===== config.mk =====
export PLATFORM = sky130hd
export DESIGN_NAME = multicycle_control_fsm
export DESIGN_NICKNAME = d
export VERILOG_FILES = /design/src/rtl/multicycle_control_fsm.sv
export SDC_FILE = /design/constraint.sdc
export NUM_CORES = 1
export LEC_CHECK = 0
export ABC_AREA = 0
export CORE_MARGIN = 8
export CORE_UTILIZATION = 46
export CTS_BUF_LIST = sky130_fd_sc_hd__clkbuf_8
export DETAILED_ROUTE_END_ITERATION = 8
export GPL_TIMING_DRIVEN = 0
export PLACE_DENSITY = 0.9
export SYNTH_ARGS = -nofsm -noshare
export SYNTH_HDL_FRONTEND = slang
export SYNTH_SLANG_ARGS = --single-unit

===== constraint.sdc =====
create_clock -name clk -period 2 [get_ports clk]
set_clock_uncertainty 0.05 [all_clocks]
set_input_delay 0.6 -clock clk [delete_from_list [all_inputs] [get_ports clk]]
set_output_delay 0.6 -clock clk [all_outputs]
set_load 0.005 [all_outputs]

===== src/rtl/multicycle_control_fsm.sv =====
// ---------------------------------------------------------------------------
// multicycle_control_fsm
//
// Sequencer for a multicycle RV32I core. Each instruction takes several cycles
// through a shared ALU, register file, instruction register and one unified
// memory port. Datapath controls are Moore-decoded from the current state.
// A few strobes are also gated by the memory handshake (mem_ready) or by the
// branch-condition input. The ImmSrc, ALUOp and ResultSrc encodings are the
// same as the single-cycle decoder's.
//
// Ports:
//   clk, rst_n     rising-edge clock, asynchronous active-low reset
//   op             opcode held in the instruction register
//   branch_cond    branch taken, computed outside from funct3 and ALU flags
//   mem_ready      memory finishes the current access in this cycle
//   mem_req        memory access request (held until mem_ready)
//   MemWrite       store strobe
//   AdrSrc         memory address select: 0 = PC, 1 = ALUOut
//   IRWrite        latch instruction and OldPC
//   PCWrite        PC load enable
//   RegWrite       register file write enable
//   ResultSrc      00 ALUOut, 01 read data, 10 ALUResult
//   ALUSrcA        00 PC, 01 OldPC, 10 rs1
//   ALUSrcB        00 rs2, 01 imm, 10 constant 4
//   ImmSrc         immediate format (000 I, 001 S, 010 B, 011 U, 100 J)
//   ALUOp          000 add, 001 branch cmp, 010 funct, 011 add & clr LSB,
//                  100 pass B
//   instr_retired  one-cycle pulse in the final cycle of each instruction
//   retire_count   number of instructions retired since reset (wraps)
//   illegal_op     sticky flag, set once an unsupported opcode is decoded
// ---------------------------------------------------------------------------
module multicycle_control_fsm #(
    parameter int OP_WIDTH      = 7,
    parameter int IMM_SRC_WIDTH = 3,
    parameter int ALU_OP_WIDTH  = 3,
    parameter int CNT_WIDTH     = 32
) (
    input  logic                     clk,
    input  logic                     rst_n,
    input  logic [OP_WIDTH-1:0]      op,
    input  logic                     branch_cond,
    input  logic                     mem_ready,
    output logic                     mem_req,
    output logic                     MemWrite,
    output logic                     AdrSrc,
    output logic                     IRWrite,
    output logic                     PCWrite,
    output logic                     RegWrite,
    output logic [1:0]               ResultSrc,
    output logic [1:0]               ALUSrcA,
    output logic [1:0]               ALUSrcB,
    output logic [IMM_SRC_WIDTH-1:0] ImmSrc,
    output logic [ALU_OP_WIDTH-1:0]  ALUOp,
    output logic                     instr_retired,
    output logic [CNT_WIDTH-1:0]     retire_count,
    output logic                     illegal_op
);

    // RV32I opcodes
    localparam logic [OP_WIDTH-1:0] OP_LOAD   = OP_WIDTH'(7'b0000011);
    localparam logic [OP_WIDTH-1:0] OP_STORE  = OP_WIDTH'(7'b0100011);
    localparam logic [OP_WIDTH-1:0] OP_RTYPE  = OP_WIDTH'(7'b0110011);
    localparam logic [OP_WIDTH-1:0] OP_ITYPE  = OP_WIDTH'(7'b0010011);
    localparam logic [OP_WIDTH-1:0] OP_BRANCH = OP_WIDTH'(7'b1100011);
    localparam logic [OP_WIDTH-1:0] OP_JAL    = OP_WIDTH'(7'b1101111);
    localparam logic [OP_WIDTH-1:0] OP_JALR   = OP_WIDTH'(7'b1100111);
    localparam logic [OP_WIDTH-1:0] OP_LUI    = OP_WIDTH'(7'b0110111);
    localparam logic [OP_WIDTH-1:0] OP_AUIPC  = OP_WIDTH'(7'b0010111);

    // Select encodings
    localparam logic [1:0] RES_ALUOUT = 2'b00;
    localparam logic [1:0] RES_RDATA  = 2'b01;
    localparam logic [1:0] RES_ALURES = 2'b10;
    localparam logic [1:0] SRCA_PC    = 2'b00;
    localparam logic [1:0] SRCA_OLDPC = 2'b01;
    localparam logic [1:0] SRCA_RS1   = 2'b10;
    localparam logic [1:0] SRCB_RS2   = 2'b00;
    localparam logic [1:0] SRCB_IMM   = 2'b01;
    localparam logic [1:0] SRCB_FOUR  = 2'b10;

    localparam logic [ALU_OP_WIDTH-1:0] ALU_ADD    = ALU_OP_WIDTH'(3'b000);
    localparam logic [ALU_OP_WIDTH-1:0] ALU_BRCMP  = ALU_OP_WIDTH'(3'b001);
    localparam logic [ALU_OP_WIDTH-1:0] ALU_FUNCT  = ALU_OP_WIDTH'(3'b010);
    localparam logic [ALU_OP_WIDTH-1:0] ALU_ADDCLR = ALU_OP_WIDTH'(3'b011);
    localparam logic [ALU_OP_WIDTH-1:0] ALU_PASSB  = ALU_OP_WIDTH'(3'b100);

    localparam logic [IMM_SRC_WIDTH-1:0] IMM_I = IMM_SRC_WIDTH'(3'b000);
    localparam logic [IMM_SRC_WIDTH-1:0] IMM_S = IMM_SRC_WIDTH'(3'b001);
    localparam logic [IMM_SRC_WIDTH-1:0] IMM_B = IMM_SRC_WIDTH'(3'b010);
    localparam logic [IMM_SRC_WIDTH-1:0] IMM_U = IMM_SRC_WIDTH'(3'b011);
    localparam logic [IMM_SRC_WIDTH-1:0] IMM_J = IMM_SRC_WIDTH'(3'b100);

    typedef enum logic [3:0] {
        S_FETCH, S_DECODE, S_MEMADR, S_MEMREAD, S_MEMWB, S_MEMWRITE,
        S_EXECR, S_EXECI, S_ALUWB, S_BRANCH, S_JAL, S_JALR_ADR,
        S_JALR_JMP, S_LUI, S_AUIPC, S_TRAP
    } state_t;

    state_t state;

    // The last cycle of each instruction. A store completes only when memory
    // accepts the write.
    logic retire;
    assign retire = (state == S_MEMWB) || (state == S_ALUWB) ||
                    (state == S_BRANCH) ||
                    ((state == S_MEMWRITE) && mem_ready);

    // -----------------------------------------------------------------------
    // State register and retired-instruction counter
    // -----------------------------------------------------------------------
    // NOTE: sequential state uses non-blocking assignments, so every register
    // in this block samples its inputs from before the clock edge.
    always_ff @(posedge clk or negedge rst_n) begin
        if (!rst_n) begin
            state        <= S_FETCH;
            retire_count <= '0;
        end else begin
            if (retire) begin
                retire_count <= retire_count + 1'b1;   // wraps naturally
            end
            unique case (state)
                S_FETCH:    if (mem_ready) state <= S_DECODE;
                S_DECODE: begin
                    if (op == OP_LOAD || op == OP_STORE) state <= S_MEMADR;
                    else if (op == OP_RTYPE)             state <= S_EXECR;
                    else if (op == OP_ITYPE)             state <= S_EXECI;
                    else if (op == OP_BRANCH)            state <= S_BRANCH;
                    else if (op == OP_JAL)               state <= S_JAL;
                    else if (op == OP_JALR)              state <= S_JALR_ADR;
                    else if (op == OP_LUI)               state <= S_LUI;
                    else if (op == OP_AUIPC)             state <= S_AUIPC;
                    else                                 state <= S_TRAP;
                end
                S_MEMADR:   state <= (op == OP_LOAD) ? S_MEMREAD : S_MEMWRITE;
                S_MEMREAD:  if (mem_ready) state <= S_MEMWB;
                S_MEMWB:    state <= S_FETCH;
                S_MEMWRITE: if (mem_ready) state <= S_FETCH;
                S_EXECR:    state <= S_ALUWB;
                S_EXECI:    state <= S_ALUWB;
                S_ALUWB:    state <= S_FETCH;
                S_BRANCH:   state <= S_FETCH;
                S_JAL:      state <= S_ALUWB;
                S_JALR_ADR: state <= S_JALR_JMP;
                S_JALR_JMP: state <= S_ALUWB;
                S_LUI:      state <= S_ALUWB;
                S_AUIPC:    state <= S_ALUWB;
                S_TRAP:     state <= S_TRAP;                 // held until reset
                default:    state <= S_FETCH;
            endcase
        end
    end

    // -----------------------------------------------------------------------
    // Output decode. The outputs depend on state plus the handshake and branch
    // inputs. They are forced low while reset is asserted, so an access cut
    // off by reset drops its strobes at once.
    // -----------------------------------------------------------------------
    // NOTE: every output gets a default value before the case statement.
    // This means no path leaves an output unassigned and no latch is inferred.
    always_comb begin
        mem_req       = 1'b0;
        MemWrite      = 1'b0;
        AdrSrc        = 1'b0;
        IRWrite       = 1'b0;
        PCWrite       = 1'b0;
        RegWrite      = 1'b0;
        ResultSrc     = RES_ALUOUT;
        ALUSrcA       = SRCA_PC;
        ALUSrcB       = SRCB_RS2;
        ImmSrc        = IMM_I;
        ALUOp         = ALU_ADD;
        instr_retired = 1'b0;
        illegal_op    = 1'b0;

        if (rst_n) begin
            // The immediate format depends only on the opcode, never on state.
            if (op == OP_STORE)                     ImmSrc = IMM_S;
            else if (op == OP_BRANCH)               ImmSrc = IMM_B;
            else if (op == OP_LUI || op == OP_AUIPC) ImmSrc = IMM_U;
            else if (op == OP_JAL)                  ImmSrc = IMM_J;

            instr_retired = retire;

            unique case (state)
                S_FETCH: begin
                    mem_req   = 1'b1;
                    ALUSrcB   = SRCB_FOUR;
                    ResultSrc = RES_ALURES;                  // PC+4 into PC
                    IRWrite   = mem_ready;
                    PCWrite   = mem_ready;
                end
                S_DECODE: begin                              // OldPC+imm
                    ALUSrcA = SRCA_OLDPC;
                    ALUSrcB = SRCB_IMM;
                end
                S_MEMADR: begin
                    ALUSrcA = SRCA_RS1;
                    ALUSrcB = SRCB_IMM;
                end
                S_MEMREAD: begin
                    mem_req = 1'b1;
                    AdrSrc  = 1'b1;
                end
                S_MEMWB: begin
                    ResultSrc = RES_RDATA;
                    RegWrite  = 1'b1;
                end
                S_MEMWRITE: begin
                    mem_req  = 1'b1;
                    MemWrite = 1'b1;
                    AdrSrc   = 1'b1;
                end
                S_EXECR: begin
                    ALUSrcA = SRCA_RS1;
                    ALUOp   = ALU_FUNCT;
                end
                S_EXECI: begin
                    ALUSrcA = SRCA_RS1;
                    ALUSrcB = SRCB_IMM;
                    ALUOp   = ALU_FUNCT;
                end
                S_ALUWB: begin
                    RegWrite = 1'b1;
                end
                S_BRANCH: begin
                    ALUSrcA = SRCA_RS1;
                    ALUOp   = ALU_BRCMP;
                    PCWrite = branch_cond;                   // target in ALUOut
                end
                // JAL and JALR_JMP load the target from ALUOut into PC. At the
                // same time they compute OldPC+4, which ALUWB writes as the
                // link address.
                S_JAL, S_JALR_JMP: begin
                    ALUSrcA = SRCA_OLDPC;
                    ALUSrcB = SRCB_FOUR;
                    PCWrite = 1'b1;
                end
                S_JALR_ADR: begin
                    ALUSrcA = SRCA_RS1;
                    ALUSrcB = SRCB_IMM;
                    ALUOp   = ALU_ADDCLR;
                end
                S_LUI: begin
                    ALUSrcB = SRCB_IMM;
                    ALUOp   = ALU_PASSB;
                end
                S_AUIPC: begin
                    ALUSrcA = SRCA_OLDPC;
                    ALUSrcB = SRCB_IMM;
                end
                S_TRAP: begin
                    illegal_op = 1'b1;
                end
                default: ;
            endcase
        end
    end

endmodule


==> impl_metrics.py <==
metrics = {
    "synthesis": {
        "synth-simple-area-share": 0.362,
        "ys_ff_latch": 36,
        "synth_compound_area_frac": 0.0778,
        "syn-cell-area_um2": 2460,
        "syn-num-nets": 263,
        "synth_edf_count": 0,
        "synthCells": 251,
        "synth_top_family_by_area": "simple AND/OR/NAND/NOR gates",
        "synthMuxAreaShare": 0.0178,
        "yosysSeqAreaShare": 0.366,
        "syn_avg_cell_area_um2": 9.81,
        "synthArstFlopShare": 1.00,
        "synth_top_flop_cell": "dfrtp_1",
        "synth_xor_area_frac": 0.125,
        "synthAdderAreaFrac": 0.00508,
        "ys_types": 54,
        "synth_warnings": 0,
    },
    "setup_path": {
        "timing.setup.critical_path_class": "reg2out",
        "r2r-end": "retire_count[4]$_DFFE_PN0N_",
        "reg2reg_depth": 13,
        "crit_path_start_kind": "register",
        "cp_data_arrival_time_ns": 1.81,
        "endpoint_kind": "output pin",
        "worstPathMaxFanout": 6,
        "r2r-start": "state[2]$_DFFE_PN0P_",
        "rrSetupSlack_ns": -0.06,
        "required_ns": 1.35,
    },
    "route": {
        "initialDrtViolationCount": 162,
        "routed_wl_um": 9300,
        "vias_per_cell": 6.04,
        "drc": 0,
        "via_count": 2605,
        "wl_per_cell_um": 21.6,
        "detail-route-antenna-nets": 0,
        "firstDrtPassIters": 4,
    },
    "sta": {
        "fin_crit_sh": 1.23,
        "final.setup.worst_slack_ns": -0.457,
        "period_needed_ns": 2.46,
        "relSlewSlack": 0.428,
        "finalMaxSlewViolations": 0,
        "fmax_mhz": 407,
        "hold_viol_final": 0,
        "grt_setup_unrepaired": "true",
        "finalSetupViolations": 26,
        "whs_ns": 0.0407,
        "tightest_slew_ns": 0.858,
    },
    "grt": {
        "gr-usage-all-layers": 0.210,
        "grt_start_max_net_pins": 23,
        "grt_pass1_vias": 2615,
        "antenna_found_initial": 0,
        "grt_overflow_total": 0,
        "grt_pass1_wl_um": 13000,
    },
    "die": {
        "die_y_um": 89.1,
        "coreArea_um2": 5140,
        "die_x_um": 89.1,
        "boundaryPins": 63,
        "rows": 26,
        "dieArea_um2": 7950,
        "initial_core_util": 0.479,
    },
    "flow_run": {
        "drv_cap": 0,
    },
    "pwr": {
        "peakVddDrop_mv": 0.935,
        "power.density_nw_per_um2": 1130,
        "p_leak_nw": 1.65,
    },
    "clock_network": {
        "postCtsHoldBufs": 0,
        "clkSlewWorstSetupHoldPaths_ns": 0.07,
        "numCtsBuffers": 5,
        "cts_sinks": 36,
        "root_buffer": "clkbuf_8",
        "cts_buffer_depth": 2,
        "cts_tree": "done",
        "htreeDepth": 2,
        "clock_latency_ns": 0.30,
    },
    "final_layout": {
        "layout.cells.most_common_list": "34 x dfrtp_1, 33 x clkdlybuf4s50_1, 27 x buf_6",
        "multiInputGateArea_um2": 1700,
        "drive_above_1_share": 0.421,
        "fin_nets": 373,
        "final_common_cell": "dfrtp_1",
        "seq_area_um2": 903,
        "num_antenna_cells": 0,
        "fin_util": 0.771,
        "areaGrowthSynthToFinish_pct": 61.1,
        "fillers": 341,
    },
    "outcome": {
        "violations": "setup timing",
        "outcome": "complete, but fails checks",
    },
    "placed_design": {
        "dp_hpwl_um": 4580,
        "routabilityCongestion": 0.932,
        "dp_slack_ns": -1.28,
        "portBuffers": 61,
    },
    "hold_path": {
        "hp-class": "in2async",
    },
}
-- cell families (layout without fill, tap and decap cells) --
| kind of cell | after synthesis | count (layout) |
|---|---|---|
| buf+inv | 23 | 133 |
| flops | 36 | 36 |
| xor+xnor | 35 | 35 |
| compound gates | 29 | 29 |
| fa+ha+maj | 1 | 1 |
| mux | 4 | 4 |
| simple gates | 123 | 123 |
-- state kept, by name (all words and copies together) (netlist names) --
name / flops
retire_count: 32
state: 4
-- metal layers --
metal	GRT usage	vias up	routed length, µm
met1	0.237	1279	3570
met4	0.103	0	447
met3	0.0533	44	663
met5	0	-	0
li1	-	1140	-
met2	0.359	142	4610
-- cells in the mapped netlist (5+ instances only) --
cell type / n / share of area
buf_1: 5 / 0.0076
o21ai_0: 5 / 0.010
nand4_1: 10 / 0.025
nor4b_2: 5 / 0.031
xor2_1: 22 / 0.078
nand3_1: 17 / 0.035
and4_1: 6 / 0.021
xnor2_1: 13 / 0.046
buf_2: 5 / 0.010
nor2_1: 12 / 0.018
dfrtp_1: 36 / 0.37
and2_1: 5 / 0.013
clkbuf_1: 5 / 0.0076
and3_1: 8 / 0.020
a21oi_1: 8 / 0.016
nand2_1: 17 / 0.026
nor4_2: 15 / 0.076
-- what timing repair did --
item,in CTS,in global routing
pin swaps,24,20
resized for setup,165,46
endpoints found under the setup margin,38,26
setup buffers,35,7
gates cloned,1,1
-- final cells by class --
| type | count | share of cell area |
|---|---|---|
| clock inverter | 2 | 0.00221 |
| tap | 70 | 0.0221 |
| buffer | 16 | 0.0426 |
| sequential | 36 | 0.228 |
| timing repair buffer | 105 | 0.250 |
| clock buffer | 5 | 0.0174 |
| multi-input combinational | 192 | 0.429 |
| inverter | 5 | 0.00884 |
-- worst max-delay path by stage --
stage / start / endpoint / slack, ns / depth (start not counted)
2_1_floorplan: mem_ready / PCWrite / 0.02 / 4
3_3_place_gp: rst_n / illegal_op / -2.23 / 5
3_5_place_dp: mem_ready / instr_retired / -1.28 / 6
4_1_cts: state[2]$_DFFE_PN0P_ / PCWrite / -0.36 / 6
5_1_grt: state[2]$_DFFE_PN0P_ / PCWrite / -0.50 / 9
6_report: state[2]$_DFFE_PN0P_ / PCWrite / -0.46 / 9
-- per-stage QoR --
| step | cells | area [µm²] | total power [mW] | setup TNS [ns] |
|---|---|---|---|---|
| 2_1_floorplan | 251 | 2460 | 1.98 | 0 |
| 5_1_grt | 431 | 3960 | 4.67 | -6.38 |
| 3_5_place_dp | 382 | 3160 | 2.55 | -31.02 |
| 6_report | 431 | 3960 | 4.49 | -4.41 |
| 3_3_place_gp | 382 | 3160 | 2.52 | -75.39 |
| 4_1_cts | 424 | 3700 | 3.83 | -2.90 |
-- power by group --
group          internal [mW]  switching [mW]  leakage (nW)
clock                  0.232           0.269        0.0452
sequential             0.830           0.151         0.408
combinational           1.55            1.46          1.20
total                   2.62            1.88          1.65
-- critical path, cell delays in order (launching register included) --
cell	delay (ns)
dfrtp_1	0.39
buf_6	0.15
buf_12	0.13
nor2b_4	0.15
buf_6	0.14
buf_6	0.09
nand3_2	0.08
a21oi_2	0.14
o21a_1	0.12
buf_2	0.11
Power figures use the tool's default switching activity.
